===== src/rtl/uart_pkg.sv =====
// Shared UART definitions: transmit FSM states, idle line level and parity helper.
// Reused by the RX stage later on.
package uart_pkg;

    typedef enum logic [2:0] {
        IDLE,
        POP,
        LOAD,
        START,
        DATA,
        PARITY,
        STOP
    } uart_tx_state_t;

    localparam logic UART_IDLE_LEVEL = 1'b1;
    localparam int   UART_MAX_WIDTH  = 32;

    // Even parity: the returned bit makes the total count of ones even.
    function automatic logic even_parity(input logic [UART_MAX_WIDTH-1:0] data);
        return ^data;
    endfunction

endpackage


===== src/rtl/uart_baud_gen.sv =====
// Bit-period counter: counts 0..CLKS_PER_BIT-1 while enabled and flags the terminal count.
module uart_baud_gen #(
    parameter int CLKS_PER_BIT = 16
) (
    input  logic clock,
    input  logic resetn,
    input  logic i_clear,
    input  logic i_enable,
    output logic o_bit_tick
);

    localparam int CNT_W = (CLKS_PER_BIT > 1) ? $clog2(CLKS_PER_BIT) : 1;
    localparam logic [CNT_W-1:0] LAST_CNT = CNT_W'(CLKS_PER_BIT - 1);

    logic [CNT_W-1:0] r_cnt;

    assign o_bit_tick = i_enable && (r_cnt == LAST_CNT);

    always_ff @(posedge clock or negedge resetn) begin
        if (!resetn) begin
            r_cnt <= '0;
        end else if (i_clear) begin
            r_cnt <= '0;
        end else if (i_enable) begin
            r_cnt <= o_bit_tick ? '0 : r_cnt + 1'b1;
        end
    end

endmodule


===== src/rtl/uart_tx_drain.sv =====
// UART transmit stage that drains the byte FIFO: pop, load, then shift out
// start / LSB-first data / optional even parity / stop bits. All outputs registered.
module uart_tx_drain
    import uart_pkg::*;
#(
    parameter int DATA_WIDTH   = 8,
    parameter int CLKS_PER_BIT = 16,
    parameter int PARITY_EN    = 0,
    parameter int STOP_BITS    = 1
) (
    input  logic                  clock,
    input  logic                  resetn,
    input  logic                  fifo_empty,
    output logic                  fifo_pop,
    input  logic [DATA_WIDTH-1:0] fifo_data,
    output logic                  tx,
    output logic                  busy
);

    localparam int BC_W = $clog2(DATA_WIDTH) + 1;
    localparam logic [BC_W-1:0] LAST_BIT  = BC_W'(DATA_WIDTH - 1);
    localparam logic [BC_W-1:0] LAST_STOP = BC_W'(STOP_BITS - 1);

    uart_tx_state_t r_state, w_next;

    logic [DATA_WIDTH-1:0]     r_shift;
    logic                      r_parity;
    logic [BC_W-1:0]           r_bit_cnt;
    logic                      r_tx;
    logic                      r_pop;
    logic                      r_busy;
    logic [UART_MAX_WIDTH-1:0] w_par_in;

    logic w_tick, w_baud_en, w_baud_clr;
    logic w_tx_nxt, w_shift_ld, w_shift_en, w_cnt_clr, w_cnt_inc;

    assign w_baud_en  = (r_state == START) || (r_state == DATA) ||
                        (r_state == PARITY) || (r_state == STOP);
    assign w_baud_clr = (r_state == LOAD);

    uart_baud_gen #(
        .CLKS_PER_BIT(CLKS_PER_BIT)
    ) u_baud (
        .clock     (clock),
        .resetn    (resetn),
        .i_clear   (w_baud_clr),
        .i_enable  (w_baud_en),
        .o_bit_tick(w_tick)
    );

    always_comb begin
        w_par_in = '0;
        w_par_in[DATA_WIDTH-1:0] = fifo_data;
    end

    always_ff @(posedge clock or negedge resetn) begin
        if (!resetn) r_state <= IDLE;
        else         r_state <= w_next;
    end

    // tx is computed one state ahead so the line changes on the same edge as the state.
    always_comb begin
        w_next     = r_state;
        w_tx_nxt   = r_tx;
        w_shift_ld = 1'b0;
        w_shift_en = 1'b0;
        w_cnt_clr  = 1'b0;
        w_cnt_inc  = 1'b0;
        case (r_state)
            IDLE: if (!fifo_empty) w_next = POP;
            POP:  w_next = LOAD;
            LOAD: begin
                w_next     = START;
                w_shift_ld = 1'b1;
                w_cnt_clr  = 1'b1;
                w_tx_nxt   = 1'b0;
            end
            START: if (w_tick) begin
                w_next   = DATA;
                w_tx_nxt = r_shift[0];
            end
            DATA: if (w_tick) begin
                if (r_bit_cnt == LAST_BIT) begin
                    w_cnt_clr = 1'b1;
                    if (PARITY_EN != 0) begin
                        w_next   = PARITY;
                        w_tx_nxt = r_parity;
                    end else begin
                        w_next   = STOP;
                        w_tx_nxt = UART_IDLE_LEVEL;
                    end
                end else begin
                    w_shift_en = 1'b1;
                    w_cnt_inc  = 1'b1;
                    w_tx_nxt   = r_shift[1];
                end
            end
            PARITY: if (w_tick) begin
                w_next   = STOP;
                w_tx_nxt = UART_IDLE_LEVEL;
            end
            STOP: if (w_tick) begin
                // bit_cnt is reused to count stop bits
                if (r_bit_cnt != LAST_STOP) w_cnt_inc = 1'b1;
                else if (!fifo_empty)       w_next    = POP;
                else                        w_next    = IDLE;
            end
            default: begin
                w_next   = IDLE;
                w_tx_nxt = UART_IDLE_LEVEL;
            end
        endcase
    end

    always_ff @(posedge clock or negedge resetn) begin
        if (!resetn) begin
            r_tx      <= UART_IDLE_LEVEL;
            r_pop     <= 1'b0;
            r_busy    <= 1'b0;
            r_shift   <= '0;
            r_parity  <= 1'b0;
            r_bit_cnt <= '0;
        end else begin
            r_tx   <= w_tx_nxt;
            r_pop  <= (w_next == POP);
            r_busy <= (w_next != IDLE);
            if (w_shift_ld) begin
                r_shift  <= fifo_data;
                r_parity <= even_parity(w_par_in);
            end else if (w_shift_en) begin
                r_shift <= r_shift >> 1;
            end
            if (w_cnt_clr)      r_bit_cnt <= '0;
            else if (w_cnt_inc) r_bit_cnt <= r_bit_cnt + 1'b1;
        end
    end

    assign tx       = r_tx;
    assign fifo_pop = r_pop;
    assign busy     = r_busy;

endmodule


===== config.mk =====
export PLATFORM = sky130hd
export DESIGN_NAME = uart_tx_drain
export DESIGN_NICKNAME = d
export VERILOG_FILES = /design/src/rtl/uart_pkg.sv /design/src/rtl/uart_baud_gen.sv /design/src/rtl/uart_tx_drain.sv
export SDC_FILE = /design/constraint.sdc
export NUM_CORES = 1
export LEC_CHECK = 0
export CAP_MARGIN = 20
export CELL_PAD_IN_SITES_DETAIL_PLACEMENT = 1
export CELL_PAD_IN_SITES_GLOBAL_PLACEMENT = 1
export CORE_ASPECT_RATIO = 0.6
export CORE_MARGIN = 2
export CORE_UTILIZATION = 42
export DETAILED_ROUTE_END_ITERATION = 16
export GPL_ROUTABILITY_DRIVEN = 0
export PLACE_DENSITY = 0.87
export SYNTH_ARGS = -nofsm -noshare
export SYNTH_HDL_FRONTEND = slang
export SYNTH_SLANG_ARGS = --single-unit

===== constraint.sdc =====
create_clock -name clock -period 2.8 [get_ports clock]
set_clock_uncertainty 0.05 [all_clocks]
set_input_delay 0.28 -clock clock [delete_from_list [all_inputs] [get_ports clock]]
set_output_delay 0.28 -clock clock [all_outputs]
set_load 0.005 [all_outputs]

# [Word-level counts from Yosys, hierarchy flattened]
# Index checks and enable logic that the tools add are counted.
# W data, S select, Z words.
[classes] n_addsub=2 n_eq_ne=12 muxes=31 bitwise_logic=1 n_reduce_logical=12
[op_table] cell="$mux W3" n=7
[op_table] cell="$pmux W3 S7" n=1
[op_table] cell="$mux W4" n=5
[op_table] cell="$mux W8" n=2
[op_table] cell="$mux W1" n=13
[op_table] cell="$eq A3 B3 Y1 const B" n=3
[op_table] cell="$add A4 B1 Y4 const B" n=2
[op_table] cell="$eq A3 B1 Y1 const B" n=2
[op_table] cell="$eq A3 B2 Y1 const B" n=2
[op_table] cell="$ne A2 B1 Y1 const B" n=3
[op_table] cell="$reduce_bool A2 Y1" n=3
[op_table] cell="$pmux W1 S5" n=1
[op_table] cell="$eq A4 B3 Y1 const B" n=1
[op_table] cell="$eq A4 B4 Y1 const B" n=1
[op_table] cell="$pmux W1 S2" n=2
[op_table] cell="$reduce_and A4 Y1" n=1
[op_table] cell="$reduce_bool A4 Y1" n=1
[op_table] cell="$logic_not A3 Y1" n=1
[op_table] cell="$logic_or A1 B1 Y1" n=3
[op_table] cell="$reduce_bool A3 Y1" n=1
[op_table] cell="$reduce_or A3 Y1" n=1
[op_table] cell="$logic_and A1 B1 Y1" n=1
[op_table] cell="$not A1 Y1" n=1
[word_totals] register_bits=22 output_inout_bits=3 elab_cells=65

# [Logic depth before layout (Yosys ltp)]
[depth] ltp_word=9 depth_mapped=7 mapped_depth_nobuf=6

# [Hierarchy]
# A second synthesis with hierarchy kept.
[unflattened] cells_unflattened=131 hier_area_um2=1278.7
[by_module_without_submodules] mod="uart_tx_drain" n_inst=1 cells_each=109 area_each_um2=1073.5
[by_module_without_submodules] mod="uart_baud_gen" n_inst=1 cells_each=22 area_each_um2=205.2

# [Least setup slack after synthesis]
# OpenSTA, ideal clock, no wires.
[synth_path] kind="reg2reg" from="register r_bit_cnt[0]" to="register r_bit_cnt[3]" t_arrival_ns=1.860 t_required_ns=2.672 setup_slack_ns=0.812 stages_incl_launch_ff=7 n_path_buf=1 period_less_slack_ns=1.988 path_cell_list="dfrtp_1 > ha_1 > and4bb_1 > or4_1 > buf_2 > or3_1 > a21oi_1"
[synth_via] elab_chain_len=5
[synth_rtl] item="start, declared" line="uart_tx_drain.sv:28" text="logic [BC_W-1:0] r_bit_cnt;"
[synth_rtl] item="start signal, assigned" line="uart_tx_drain.sv:134" text="else if (w_cnt_inc) r_bit_cnt <= r_bit_cnt + 1'b1;"
[synth_rtl] item="$eq A4 B3 Y1 / $reduce_bool A4 Y1 (equally long branches)" line="uart_tx_drain.sv:83, uart_tx_drain.sv:104"
[synth_rtl] item="$mux W1, on equally long branches" line="uart_tx_drain.sv:83, uart_tx_drain.sv:104"
[synth_rtl] item="$mux W1, on equally long branches" line="uart_tx_drain.sv:82, uart_tx_drain.sv:102"
[synth_rtl] item="$pmux W1 S2" line="uart_tx_drain.sv:69" text="case (r_state)"
[synth_rtl] item="$mux W4 / $reduce_bool A2 Y1 (equally long branches)"
# Several ways; a longest one is shown, not always the timed one. The select of a mux whose other input is x is not followed.
# A chain may end at the register's enable or synchronous reset.

# [Final worst setup path]
[layout_path] from="register u_baud.r_cnt[0]" to="register r_state[1]"
[layout_via] elab_chain_len=4
[layout_rtl] item="start, declared" line="uart_baud_gen.sv:15" text="logic [CNT_W-1:0] r_cnt;"
[layout_rtl] item="start signal, assigned" line="uart_baud_gen.sv:25" text="r_cnt <= o_bit_tick ? '0 : r_cnt + 1'b1;"
[layout_rtl] item="$eq A4 B4 Y1 *" line="uart_baud_gen.sv:17" text="assign o_bit_tick = i_enable && (r_cnt == LAST_CNT);"
[layout_rtl] item="$logic_and A1 B1 Y1 *" line="uart_baud_gen.sv:17"
[layout_rtl] item="$mux W3, on equally long branches"
[layout_rtl] item="$pmux W3 S7 *" line="uart_tx_drain.sv:69"
[layout_rtl] item="named net w_next[1]" line="uart_tx_drain.sv:24" text="uart_tx_state_t r_state, w_next;"
[layout_rtl] item="end signal, assigned" line="uart_tx_drain.sv:58" text="else r_state <= w_next;"
[layout_rtl] item="end, declared" line="uart_tx_drain.sv:24"
# Mark *: on every way through the listed nets, which the timed path passes. The rest lies on a longest branch.

==> flow_summary.json <==
{
  "outcome": "finished, final reports clean",
  "route.final.wire_length_mm": 3.36,
  "clock_tree.buffer_depth": 2,
  "synth_async_sr_flop_share_pct": 100,
  "cts.reportedPaths.clkPinSlew_ns": 0.08,
  "drtIter0Drc": 37,
  "vias_in_the_first_global_route": 1142,
  "dp.cells": 180,
  "initial_core_util_pct": 44.2,
  "hold-worst-slack_ns": 0.314,
  "tritoncts.num_buffers": 3,
  "fin_crit_sh_pct": 80.6,
  "synth_edf_count": 0,
  "die-area_um2": 3490,
  "cp-start-kind": "register",
  "syn_inst": 132,
  "number_of_max_cap_violations": 0,
  "area_delta_synth_final_pct": 18.8,
  "clock-root-buffer": "sky130_fd_sc_hd__clkbuf_8",
  "hold_viol_final": 0,
  "placedInstanceArea_um2": 1430,
  "postSynthAreaPerCell_um2": 9.62,
  "sort_of_element_at_the_end_of_the_critical_path": "register",
  "ys_dominant_reg_cell": "sky130_fd_sc_hd__dfrtp_1",
  "yosysSeqAreaShare_pct": 43.4,
  "fp.coreArea_um2": 2870,
  "grt_antenna_before_repair": 0,
  "layout-drive-gt1-share_pct": 8.45,
  "globalRouteOverflowTotal": 0,
  "finalSetupViolations": 0,
  "grt_setup_unrepaired": "false",
  "number_of_storage_elements_in_the_synthesis_netlist": 22,
  "finalNetCount": 157,
  "grt_use_total_pct": 22.0,
  "cp_max_fo": 7,
  "timing_worst_setup_path_type": "register to register",
  "ios": 14,
  "vias_per_cell": 5.98,
  "netlist-cell-type-count": 41,
  "antenna_diode_instance_count": 0,
  "vdd_ir_drop_max_mv": 0.347,
  "detail_route.drc_violations": 0,
  "stdcell_area_um2": 1510,
  "transition_time_at_the_pin_with_the_least_slew_margin_ns": 0.838,
  "numPortBuffers": 13,
  "synth.cell_area_um2": 1270,
  "period_minus_slack_ns": 2.26,
  "layout.filler_cells": 316,
  "hold_class": "input pin to asynchronous set/reset pin",
  "die_height_um": 46.6,
  "synth_nets": 146,
  "grt_start_max_net_pins": 26,
  "timing.reg2reg.worst_path_depth": 5,
  "global_route_wire_length_before_repair_mm": 5.54,
  "cts_resized": 0,
  "finalSetupTns_ns": 0,
  "cts_num_sinks": 22,
  "relSlewSlack_pct": 43.3,
  "wl_per_cell_um": 18.3,
  "ys_warn_count": 0,
  "ctsHoldBuffers": 0,
  "drt_first_pass_iters": 4,
  "chipWidth_um": 75.0,
  "total_half_perimeter_wirelength_after_legalization_and_detailed_placement_mm": 2.45,
  "timing.critical_path.arrival_ns": 2.37,
  "clock_latency_ns": 0.26,
  "drtAntennaViolNets": 0,
  "worst_ep_required_time_ns": 2.91,
  "floorplan.rows": 15,
  "htreeDepth": 1,
  "max_clock_freq_ghz": 0.443,
  "vias": 1101,
  "finalMaxSlewViolations": 0,
  "cts_setup_buffers": 0,
  "p_per_area_nw_per_um2": 438,
  "tritoncts": "built",
  "p_leak_uw": 0.000635,
  "setup_ws_ns": 0.544,
  "layout.cells.non_filler": 184,
  "detailedPlace.worstSlack_ns": 0.338
}
## metal layers
metal	global-route usage [%]	share of wire, %	vias to the layer above
met1	31.8	51	560
li1	-	-	523
met4	3.93	0.27	0
met5	0	0	-
met2	33.9	44	16
met3	5.25	4.0	2
## area by class of cell
| type | count | area, µm² | area share, % |
|---|---|---|---|
| clock inverter | 1 | 30.0 | 1.99 |
| inverter | 8 | 30.0 | 1.99 |
| clock buffer | 3 | 41.3 | 2.74 |
| sequential | 22 | 552 | 36.6 |
| timing repair buffer | 16 | 153 | 10.1 |
| tap | 42 | 52.6 | 3.48 |
| multi-input combinational | 92 | 651 | 43.1 |
## metrics by stage
step           power, µW  util [%]
2_1_floorplan        342         -
3_3_place_gp         368      49.9
3_5_place_dp         369      49.9
4_1_cts              666      52.4
5_1_grt              683      52.5
6_report             662      52.5
## flip-flops by register name (all words and copies together), names as in the netlist
name          count
r_shift           8
r_bit_cnt         4
u_baud.r_cnt      4
r_state           3
tx                1
fifo_pop          1
busy              1
## cell families (layout without fill, tap and decap cells)
logic type | Yosys count | count (layout) | share of synthesized area (%)
DFF | 22 | 22 | 43.4
buffers and inverters | 18 | 28 | 5.62
muxes | 2 | 2 | 1.58
AOI/OAI and AO/OA | 52 | 52 | 29.2
xor gates and xnor gates | 1 | 1 | 0.690
adders and majority gates | 3 | 3 | 2.96
and+or+nand+nor | 34 | 34 | 16.6
## synth_stat cells (all sizes together) (3+ instances only)
cell type  instances  area (µm²)
dfrtp             21         526
o22a              14         123
o21ai             10        50.1
a21oi              9        45.0
nand3              9        50.1
inv                8        30.0
clkbuf             7        26.3
nand2              6        22.5
a211oi             3        22.5
a31oi              3        18.8
buf                3        15.0
ha                 3        37.5
## path summary, 6_finish.rpt
| check | startpoint | to | slack, ns |
|---|---|---|---|
| max | u_baud.r_cnt[0]$_DFFE_PN0P_ | r_state[1]$_DFF_PN0_ | 0.54 |
| min | resetn | fifo_pop$_DFF_PN0_ | 0.31 |
| max reg2reg | u_baud.r_cnt[0]$_DFFE_PN0P_ | r_state[1]$_DFF_PN0_ | 0.54 |
| min reg2reg | r_shift[3]$_DFFE_PN0P_ | r_shift[3]$_DFFE_PN0P_ | 0.47 |
| max in group asynchronous | resetn | tx$_DFFE_PN1P_ | 2.10 |
| min in group clock | r_shift[3]$_DFFE_PN0P_ | r_shift[3]$_DFFE_PN0P_ | 0.47 |
## critical path, stage by stage (launching register included)
cell	delay, ns
sky130_fd_sc_hd__dfrtp_1	0.45
sky130_fd_sc_hd__ha_1	0.28
sky130_fd_sc_hd__nand3_2	0.14
sky130_fd_sc_hd__nor4b_1	0.76
sky130_fd_sc_hd__o21ai_0	0.19
sky130_fd_sc_hd__a31o_2	0.28
## where the power goes
group          internal [µW]  switching (µW)  leakage [µW]
registers                324            4.05      0.000254
logic                   21.0            14.1      0.000345
clock network            191             108     0.0000357
## placed cells by master, fill, tap and decap left out, types with 6 or more instances in the layout
master                             n
sky130_fd_sc_hd__nand3_1           8
sky130_fd_sc_hd__o22a_1           14
sky130_fd_sc_hd__dfrtp_1          21
sky130_fd_sc_hd__inv_1             8
sky130_fd_sc_hd__o21ai_0          10
sky130_fd_sc_hd__clkdlybuf4s50_1  13
sky130_fd_sc_hd__a21oi_1           8
sky130_fd_sc_hd__nand2_1           6
Note: power is estimated with default switching activity, not from simulation.
